==> src/rtl/led_fb_pkg.sv <==
// Shared types and helpers for the LED feedback driver: lane state encoding,
// LED drive levels and the lane timer width calculation.
package led_fb_pkg;

    typedef enum logic [1:0] {
        LS_IDLE = 2'd0,
        LS_HOLD = 2'd1,
        LS_FADE = 2'd2
    } lane_state_t;

    localparam logic LED_ON  = 1'b1;
    localparam logic LED_OFF = 1'b0;

    // Wide enough for the larger of the two reload values; never narrower than one bit.
    function automatic int timer_width(input int hold_cycles, input int step_cycles);
        int longest;
        int width;
        longest = (hold_cycles > step_cycles) ? hold_cycles : step_cycles;
        width   = $clog2(longest);
        return (width < 1) ? 1 : width;
    endfunction

endpackage

==> src/rtl/led_fb_lane.sv <==
// One LED lane: hold-then-fade sequencer with a shared-PWM comparator.
// The lane timer is a down-counter; phase changes happen on terminal count.
//
//  state   | meaning
//  --------+---------------------------------------------------------------
//  LS_IDLE | lane dark, waiting for a hit
//  LS_HOLD | lane fully lit, timer counting down the hold time
//  LS_FADE | lane PWM-driven at duty_q, duty drops one step per timer expiry
module led_fb_lane
    import led_fb_pkg::*;
#(
    parameter int PWM_BITS    = 4,
    parameter int HOLD_CYCLES = 2_500_000,
    parameter int STEP_CYCLES = 390_625
) (
    input  logic                clk,
    input  logic                rst_n,
    input  logic                enable,
    input  logic                hit,
    input  logic [PWM_BITS-1:0] pwm_cnt,
    output logic                led,
    output logic                active
);

    localparam int                TW         = timer_width(HOLD_CYCLES, STEP_CYCLES);
    localparam logic [TW-1:0]     HOLD_LOAD  = TW'(HOLD_CYCLES - 1);
    localparam logic [TW-1:0]     STEP_LOAD  = TW'(STEP_CYCLES - 1);
    localparam logic [TW-1:0]     TIMER_ONE  = TW'(1);
    localparam logic [PWM_BITS-1:0] DUTY_FULL = '1;
    localparam logic [PWM_BITS-1:0] DUTY_MIN  = PWM_BITS'(1);

    lane_state_t          state_q, state_d;
    logic [TW-1:0]        timer_q, timer_d;
    logic [PWM_BITS-1:0]  duty_q, duty_d;
    logic [PWM_BITS-1:0]  pwm_nxt;
    logic                 led_q, led_d;
    logic                 active_q, active_d;

    always_comb begin
        state_d = state_q;
        timer_d = timer_q;
        duty_d  = duty_q;

        if (!enable) begin
            state_d = LS_IDLE;
            timer_d = '0;
            duty_d  = '0;
        end else if (hit) begin
            state_d = LS_HOLD;
            timer_d = HOLD_LOAD;
            duty_d  = '0;
        end else begin
            case (state_q)
                LS_HOLD: begin
                    if (timer_q == '0) begin
                        state_d = LS_FADE;
                        duty_d  = DUTY_FULL;
                        timer_d = STEP_LOAD;
                    end else begin
                        timer_d = timer_q - TIMER_ONE;
                    end
                end
                LS_FADE: begin
                    if (timer_q != '0) begin
                        timer_d = timer_q - TIMER_ONE;
                    end else if (duty_q <= DUTY_MIN) begin
                        state_d = LS_IDLE;
                        duty_d  = '0;
                    end else begin
                        duty_d  = duty_q - DUTY_MIN;
                        timer_d = STEP_LOAD;
                    end
                end
                default: begin
                    state_d = LS_IDLE;
                end
            endcase
        end
    end

    // The LED is registered, so compare against the PWM value the counter will hold next cycle.
    always_comb begin
        pwm_nxt  = pwm_cnt + PWM_BITS'(1);
        led_d    = LED_OFF;
        active_d = (state_d != LS_IDLE);
        case (state_d)
            LS_HOLD: led_d = LED_ON;
            LS_FADE: led_d = (pwm_nxt < duty_d) ? LED_ON : LED_OFF;
            default: led_d = LED_OFF;
        endcase
    end

    always_ff @(posedge clk or negedge rst_n) begin
        if (!rst_n) begin
            state_q  <= LS_IDLE;
            timer_q  <= '0;
            duty_q   <= '0;
            led_q    <= LED_OFF;
            active_q <= 1'b0;
        end else begin
            state_q  <= state_d;
            timer_q  <= timer_d;
            duty_q   <= duty_d;
            led_q    <= led_d;
            active_q <= active_d;
        end
    end

    assign led    = led_q;
    assign active = active_q;

endmodule

==> src/rtl/led_feedback_driver.sv <==
// Per-fret LED feedback: each hit lights its lane for a hold time, then PWM-fades it out.
// All lanes share one free-running PWM counter so their fades stay phase-aligned.
module led_feedback_driver
    import led_fb_pkg::*;
#(
    parameter int N_LANES     = 5,
    parameter int PWM_BITS    = 4,
    parameter int HOLD_CYCLES = 2_500_000,
    parameter int STEP_CYCLES = 390_625
) (
    input  logic               clk,
    input  logic               rst_n,
    input  logic               enable,
    input  logic [N_LANES-1:0] hit,
    output logic [N_LANES-1:0] led,
    output logic [N_LANES-1:0] active
);

    if (HOLD_CYCLES < 1 || STEP_CYCLES < 1 || PWM_BITS < 1 || N_LANES < 1) begin : g_param_check
        $error("led_feedback_driver: HOLD_CYCLES, STEP_CYCLES, PWM_BITS and N_LANES must all be >= 1");
    end

    logic [PWM_BITS-1:0] pwm_cnt_q;

    // Runs regardless of enable so lanes re-enabled later see a consistent phase.
    always_ff @(posedge clk or negedge rst_n) begin
        if (!rst_n) begin
            pwm_cnt_q <= '0;
        end else begin
            pwm_cnt_q <= pwm_cnt_q + PWM_BITS'(1);
        end
    end

    for (genvar g = 0; g < N_LANES; g++) begin : g_lane
        led_fb_lane #(
            .PWM_BITS    (PWM_BITS),
            .HOLD_CYCLES (HOLD_CYCLES),
            .STEP_CYCLES (STEP_CYCLES)
        ) u_lane (
            .clk     (clk),
            .rst_n   (rst_n),
            .enable  (enable),
            .hit     (hit[g]),
            .pwm_cnt (pwm_cnt_q),
            .led     (led[g]),
            .active  (active[g])
        );
    end

endmodule
==> config.mk <==
export PLATFORM = sky130hd
export DESIGN_NAME = led_feedback_driver
export DESIGN_NICKNAME = d
export VERILOG_FILES = /design/src/rtl/led_fb_pkg.sv /design/src/rtl/led_fb_lane.sv /design/src/rtl/led_feedback_driver.sv
export SDC_FILE = /design/constraint.sdc
export NUM_CORES = 1
export LEC_CHECK = 0
export BUFFER_PORTS_ARGS = -buffer_cell sky130_fd_sc_hd__buf_2
export CORE_ASPECT_RATIO = 0.5
export CORE_MARGIN = 3
export CORE_UTILIZATION = 50
export CTS_BUF_LIST = sky130_fd_sc_hd__clkbuf_16
export CTS_CLUSTER_SIZE = 20
export DETAILED_ROUTE_END_ITERATION = 8
export GPL_TIMING_DRIVEN = 0
export PLACE_DENSITY = 0.67
export REMOVE_ABC_BUFFERS = 1
export SLEW_MARGIN = 20
export SYNTH_ARGS = -nofsm -noshare
export SYNTH_HDL_FRONTEND = slang
export SYNTH_SLANG_ARGS = --single-unit
==> constraint.sdc <==
create_clock -name clk -period 4.03 [get_ports clk]
set_input_delay 0.403 -clock clk [delete_from_list [all_inputs] [get_ports clk]]
set_output_delay 0.403 -clock clk [all_outputs]
set_load 0.005 [all_outputs]
# Word level (Yosys, flattened, before mapping)
# Cells that the tools add are included.
# totals
word_cells,197
register_bits,154
input_bits,8
# classes
n_reduce_logical,20
magnitude_cmp,10
eq_ne,30
add_sub_neg,11
muxes,100
# op_table
op,n
22-bit 2-to-1 mux,25
22-bit one-hot mux with 2 select lines,5
22-bit logical NOT,5
22-bit nonzero test,5
"22-bit by 1-bit subtractor with 22-bit output, second input constant",5
4-bit 2-to-1 mux,25
2-bit 2-to-1 mux,25
4-bit one-hot mux with 2 select lines,5
"5-bit by 4-bit inequality test with 1-bit output, second input constant",5
"2-bit by 1-bit equality test with 1-bit output, second input constant",10
"2-bit equality test, second input constant",10
"4-bit by 1-bit less-or-equal comparator with 1-bit output, second input constant",5
4-bit less-than comparator,5
"4-bit by 1-bit inequality test with 1-bit output, second input constant",5
2-bit one-hot mux with 2 select lines,5
"4-bit by 1-bit subtractor with 4-bit output, second input constant",5
1-bit one-hot mux with 2 select lines,5
2-bit AND reduction,5
2-bit nonzero test,5
1-bit 2-to-1 mux,5
"4-bit by 1-bit adder with 4-bit output, second input constant",1

# Longest topological paths before layout
# depth
depth_word,9
depth_mapped,14
depth_no_buf,13

# Cells and area by module
# A second synthesis with hierarchy kept.
# hier_totals
cells_unflattened,1184
area_unflattened_um2,10775.3
# modules_own_cells
module,seq_area_each_um2,cells_per_inst,area_each_um2,n_inst
led_fb_lane at g_lane[0].u_lane ...,750.7,232,2102.0,3
led_fb_lane at g_lane[4].u_lane,750.7,239,2168.3,1
led_fb_lane at g_lane[3].u_lane,750.7,240,2162.1,1
led_feedback_driver,100.1,9,138.9,1

# Worst setup path after synthesis
# No wires, ideal clock.
# synth_path
path_kind,register -> register
from,register g_lane[4].u_lane.timer_q[10]
to,register g_lane[4].u_lane.led_q
period_less_slack_ns,3.441
slack_ns,0.589
arrival_time_ns,3.330
path_buffers,1
path_stages_with_launch,13
path_cell_list,dfrtp_1 > or4_1 > or4_4 > buf_2 > nor3_1 > a21oi_1 > or3_1 > ha_1 > a21o_1 > a21oi_1 > o21ai_0 > a41o_1 > o41ai_1
# synth_via
elab_chain_len,8
elab_cells_between_ends,17
# synth_rtl
item,line_no,rtl
start: declaration,led_fb_lane.sv:33,"logic [TW-1:0] timer_q, timer_d;"
start signal: assignment,led_fb_lane.sv:102,timer_q <= timer_d;
22-bit nonzero test / 22-bit logical NOT (equally long branches),"led_fb_lane.sv:64, led_fb_lane.sv:55",
"4-bit 2-to-1 mux, on equally long branches","led_fb_lane.sv:64, led_fb_lane.sv:55",
4-bit one-hot mux with 2 select lines,led_fb_lane.sv:53,case (state_q)
4-bit 2-to-1 mux,led_fb_lane.sv:48,end else if (hit) begin
4-bit 2-to-1 mux,led_fb_lane.sv:44,if (!enable) begin
4-bit less-than comparator,led_fb_lane.sv:88,LS_FADE: led_d = (pwm_nxt < duty_d) ? LED_ON : LED_OFF;
1-bit 2-to-1 mux,led_fb_lane.sv:88,
1-bit one-hot mux with 2 select lines *,led_fb_lane.sv:86,case (state_d)
net g_lane[4].u_lane.led_d,led_fb_lane.sv:36,"logic led_q, led_d;"
end signal: assignment,led_fb_lane.sv:104,led_q <= led_d;
end: declaration,led_fb_lane.sv:36,
# The timed path passes the listed nets; every way through them passes the cells marked *.
# A chain may end at the register's enable or synchronous reset.

# Final worst setup path
# layout_path
from,register g_lane[3].u_lane.timer_q[4]
to,register g_lane[3].u_lane.led_q
# layout_via
elab_chain_len,8
elab_cells_between_ends,17
# layout_rtl
item,line_no
start: declaration,led_fb_lane.sv:33
start signal: assignment,led_fb_lane.sv:102
22-bit nonzero test / 22-bit logical NOT (equally long branches),"led_fb_lane.sv:64, led_fb_lane.sv:55"
"4-bit 2-to-1 mux, on equally long branches","led_fb_lane.sv:64, led_fb_lane.sv:55"
4-bit one-hot mux with 2 select lines,led_fb_lane.sv:53
4-bit 2-to-1 mux,led_fb_lane.sv:48
4-bit 2-to-1 mux,led_fb_lane.sv:44
4-bit less-than comparator,led_fb_lane.sv:88
1-bit 2-to-1 mux,led_fb_lane.sv:88
1-bit one-hot mux with 2 select lines *,led_fb_lane.sv:86
net g_lane[3].u_lane.led_d,led_fb_lane.sv:36
end signal: assignment,led_fb_lane.sv:104
end: declaration,led_fb_lane.sv:36
# Marked as above.

==> results.md <==
- Drt drc: 0
- Syn. warnings: 0
- Dpl cells: 1406
- Postcts setup bufs: 0
- Pins over their slew limit: 0
- Hold Violations, Final: 0
- DR WL/cell: 18.3 um
- Initial antenna violation count: 0
- CP Launch Type: flop
- Hold Crit Depth: 2
- Final ANT Viol Nets: 0
- I/O pin count: 18
- Main flop type after synthesis: dfrtp_1
- Final wirelength: 26300 um
- First-pass GRT wire length: 45000 um
- Hold crit path type: in -> reg
- CP startpoint: g_lane[3].u_lane.timer_q[4]$_DFFE_PN0P_
- RSZ-0062 raised after global routing: false
- I/O Buffers: 17
- Worst-skew pair later-pin latency: 0.44 ns
- Status: completed
- Crit-path max FO: 10
- 1st-iter DRT viols: 789
- Nets@finish: 1224
- Synth async-reset ratio: 100%
- Placer congestion estimate: 0.855
- Grt total ovfl: 0
- Area of the multi-input gates: 6070 sq um
- TritonCTS clock tree: done
- Leak: 4.50 nW
- Die height: 108 um
- Design Area, Final: 11300 sq um
- Rows: 36
- Power Dens Cells: 345 nW/um^2
- Syn avg cell area: 8.80 sq um
- #FFs+latches synth: 154
- VDD IR max: 0.219 mV
- Clock Skews: 0.00740 ns
- Post-synth EDFFs: 0
- Rel. slew slack: 32.7%
- Slew @ Worst Pin: 1.01 ns
- Fill count: 1781
- Worst r2r src: g_lane[3].u_lane.timer_q[4]$_DFFE_PN0P_
- Diodes inserted: 0
- Post-DP HPWL: 17700 um
- Setup Viol. Count Final: 0
- Die Area: 22800 sq um
- Seq/Total Area, Yosys: 36.9%
- Crit path time final: 3.77 ns
- Syn Inst Count: 1187
- Crit Path Category: reg -> reg
- Clk pin slew, worst setup/hold paths: 0.07 ns
- Initial Utilization: 52.3%
- Clock root buffer: clkbuf_16
- Fraction of layout cells with a size suffix above 1: 9.55%
- Via count: 9494
- CP required: 4.41 ns
- Fmax: 265 MHz
- Post-DP Area: 10700 sq um
- Final period util: 93.6%
- Worst setup EP type: flop
- Synthesis-to-layout area growth: 8.12%
- DR pass1 iterations: 5
- Worst r2r path cells: 10
- Synth unique cells: 82
- Crit path DAT: 4.15 ns
- # clock sinks: 154
- Storage cell area: 3850 sq um
- Synthesized cell area: 10400 sq um
- Final Instance Count excl. Fillers: 1439
- H-tree levels: 4
- Hold_sp: hit[3]
- Core area: 20000 sq um
- Max-cap violations: 0
- Vias in the first global route: 9088
- Pin count of the biggest net entering global routing: 64
- Clk buf depth: 2
- Global Route Usage Sum: 24.0%
- Die X: 210 um
- TritonCTS Buffers: 17
- Drt via density: 6.60
[sequential cells by signal, summed over array words and instances (netlist names)]
register / cells
g_lane.u_lane.state_q: 10
pwm_cnt_q: 4
g_lane.u_lane.duty_q: 20
g_lane.u_lane.active: 5
g_lane.u_lane.led: 5
g_lane.u_lane.timer_q: 110
[metrics by stage]
| stage | setup slack, ns | setup TNS (ns) | hold slack (ns) | power [mW] | util (%) |
|---|---|---|---|---|---|
| global placement | -1.13 | -5.10 | 0.495 | 2.20 | 52.9 |
| floorplan | 0.641 | 0 | 0.107 | 2.04 | - |
| detailed placement | 0.220 | 0 | 0.282 | 2.23 | 53.4 |
| CTS | 0.198 | 0 | 0.327 | 3.92 | 56.5 |
| global route | 0.000471 | 0 | 0.340 | 4.09 | 56.6 |
| finish | 0.256 | 0 | 0.348 | 3.89 | 56.6 |
[worst max-delay path, stage by stage (launching register included)]
cell and delay, ns:
dfrtp_1 0.46, or4_4 0.61, or4_1 0.67, nor2_4 0.35
a21oi_1 0.13, or4_1 0.57, ha_1 0.33, nand2_1 0.06
a211oi_1 0.27, a22o_1 0.17, a31o_2 0.09
[cell usage after synthesis (8+ instances only)]
cell type | n | share of area, %
nand2_1 | 73 | 2.6
a21o_1 | 15 | 1.1
ha_1 | 56 | 6.7
a221oi_1 | 9 | 0.75
a21oi_1 | 88 | 4.2
nand2b_1 | 8 | 0.48
inv_1 | 62 | 2.2
or3_1 | 36 | 2.2
o221a_2 | 9 | 0.97
a211oi_1 | 11 | 0.79
a31oi_1 | 22 | 1.3
or2_2 | 16 | 0.96
o21ai_0 | 57 | 2.7
nor3_1 | 46 | 2.2
o41ai_1 | 8 | 0.67
mux2i_1 | 10 | 0.96
o211ai_1 | 8 | 0.58
clkbuf_1 | 50 | 1.8
nand4_1 | 11 | 0.66
nor2_1 | 89 | 3.2
o31a_1 | 20 | 1.7
nor4_1 | 39 | 2.3
buf_4 | 10 | 0.72
or4_1 | 46 | 3.3
o21a_1 | 16 | 1.2
o31ai_1 | 24 | 1.7
dfrtp_1 | 154 | 37
nand3_1 | 40 | 1.9
[power breakdown]
| part | switching (mW) | total, mW | internal [mW] |
|---|---|---|---|
| Sequential | 0.0735 | 1.68 | 1.60 |
| Combinational | 0.351 | 0.534 | 0.182 |
| Clock | 0.655 | 1.68 | 1.02 |
| Total | 1.08 | 3.89 | 2.81 |
[cell families after synthesis]
family | share of synthesized area [%]
muxes | 1.28
buffers and inverters | 5.20
xor gates and xnor gates | 0.587
AOI/OAI and AO/OA | 24.2
adders and majority gates | 6.71
DFF | 36.9
and+or+nand+nor | 25.1
[layout make-up]
cell class                      instances  area share (%)
Multi-Input combinational cell        902            53.8
Clock buffer                           17            3.77
Tap cell                              266            2.95
Inverter                               64            2.14
Clock inverter                         15            1.63
Sequential cell                       154            34.1
Timing Repair Buffer                   21            1.60
[cells in the final DEF, fill, tap and decap left out, types with 7 or more instances in the layout]
master and instances:
dfrtp_1 154, nor2_1 89, a21oi_1 88, nand2_1 73
inv_1 64, o21ai_0 57, ha_1 56, or4_1 46
nor3_1 45, nand3_1 40, nor4_1 38, or3_1 36
o31ai_1 24, a31oi_1 22, o31a_1 20, clkbuf_16 17
or2_2 16, o21a_1 16, buf_2 16, a21o_1 15
nand4_1 11, a211oi_1 11, mux2i_1 10, o221a_2 9
a221oi_1 9, nand2b_1 8, o211ai_1 8, o41ai_1 8
nor4_2 7, and3_1 7, a31o_2 7
[path summary, 6_finish.rpt]
check,to,slack [ns]
max,g_lane[3].u_lane.led$_DFF_PN0_,0.26
min,g_lane[3].u_lane.timer_q[1]$_DFFE_PN0P_,0.35
max reg2reg,g_lane[3].u_lane.led$_DFF_PN0_,0.26
min reg2reg,g_lane[3].u_lane.timer_q[0]$_DFFE_PN0P_,0.52
max in group asynchronous,g_lane[2].u_lane.timer_q[13]$_DFFE_PN0P_,2.68
min in group asynchronous,g_lane[3].u_lane.timer_q[11]$_DFFE_PN0P_,0.41
[timing repair]
| action | in CTS | in global routing |
|---|---|---|
| hold endpoints to repair | 31 | 0 |
| endpoints found under the setup margin | 0 | 1 |
| hold buffers | 1 | 0 |
| gates resized for setup | 0 | 2 |
[routing by layer]
layer	wire, um	up-vias	track usage (%)
met1	12400	4643	33.2
met2	11900	293	38.3
met3	1520	41	4.17
met4	481	0	8.40
li1	-	4517	-
met5	0	-	0
(Power assumes the default switching activity.)
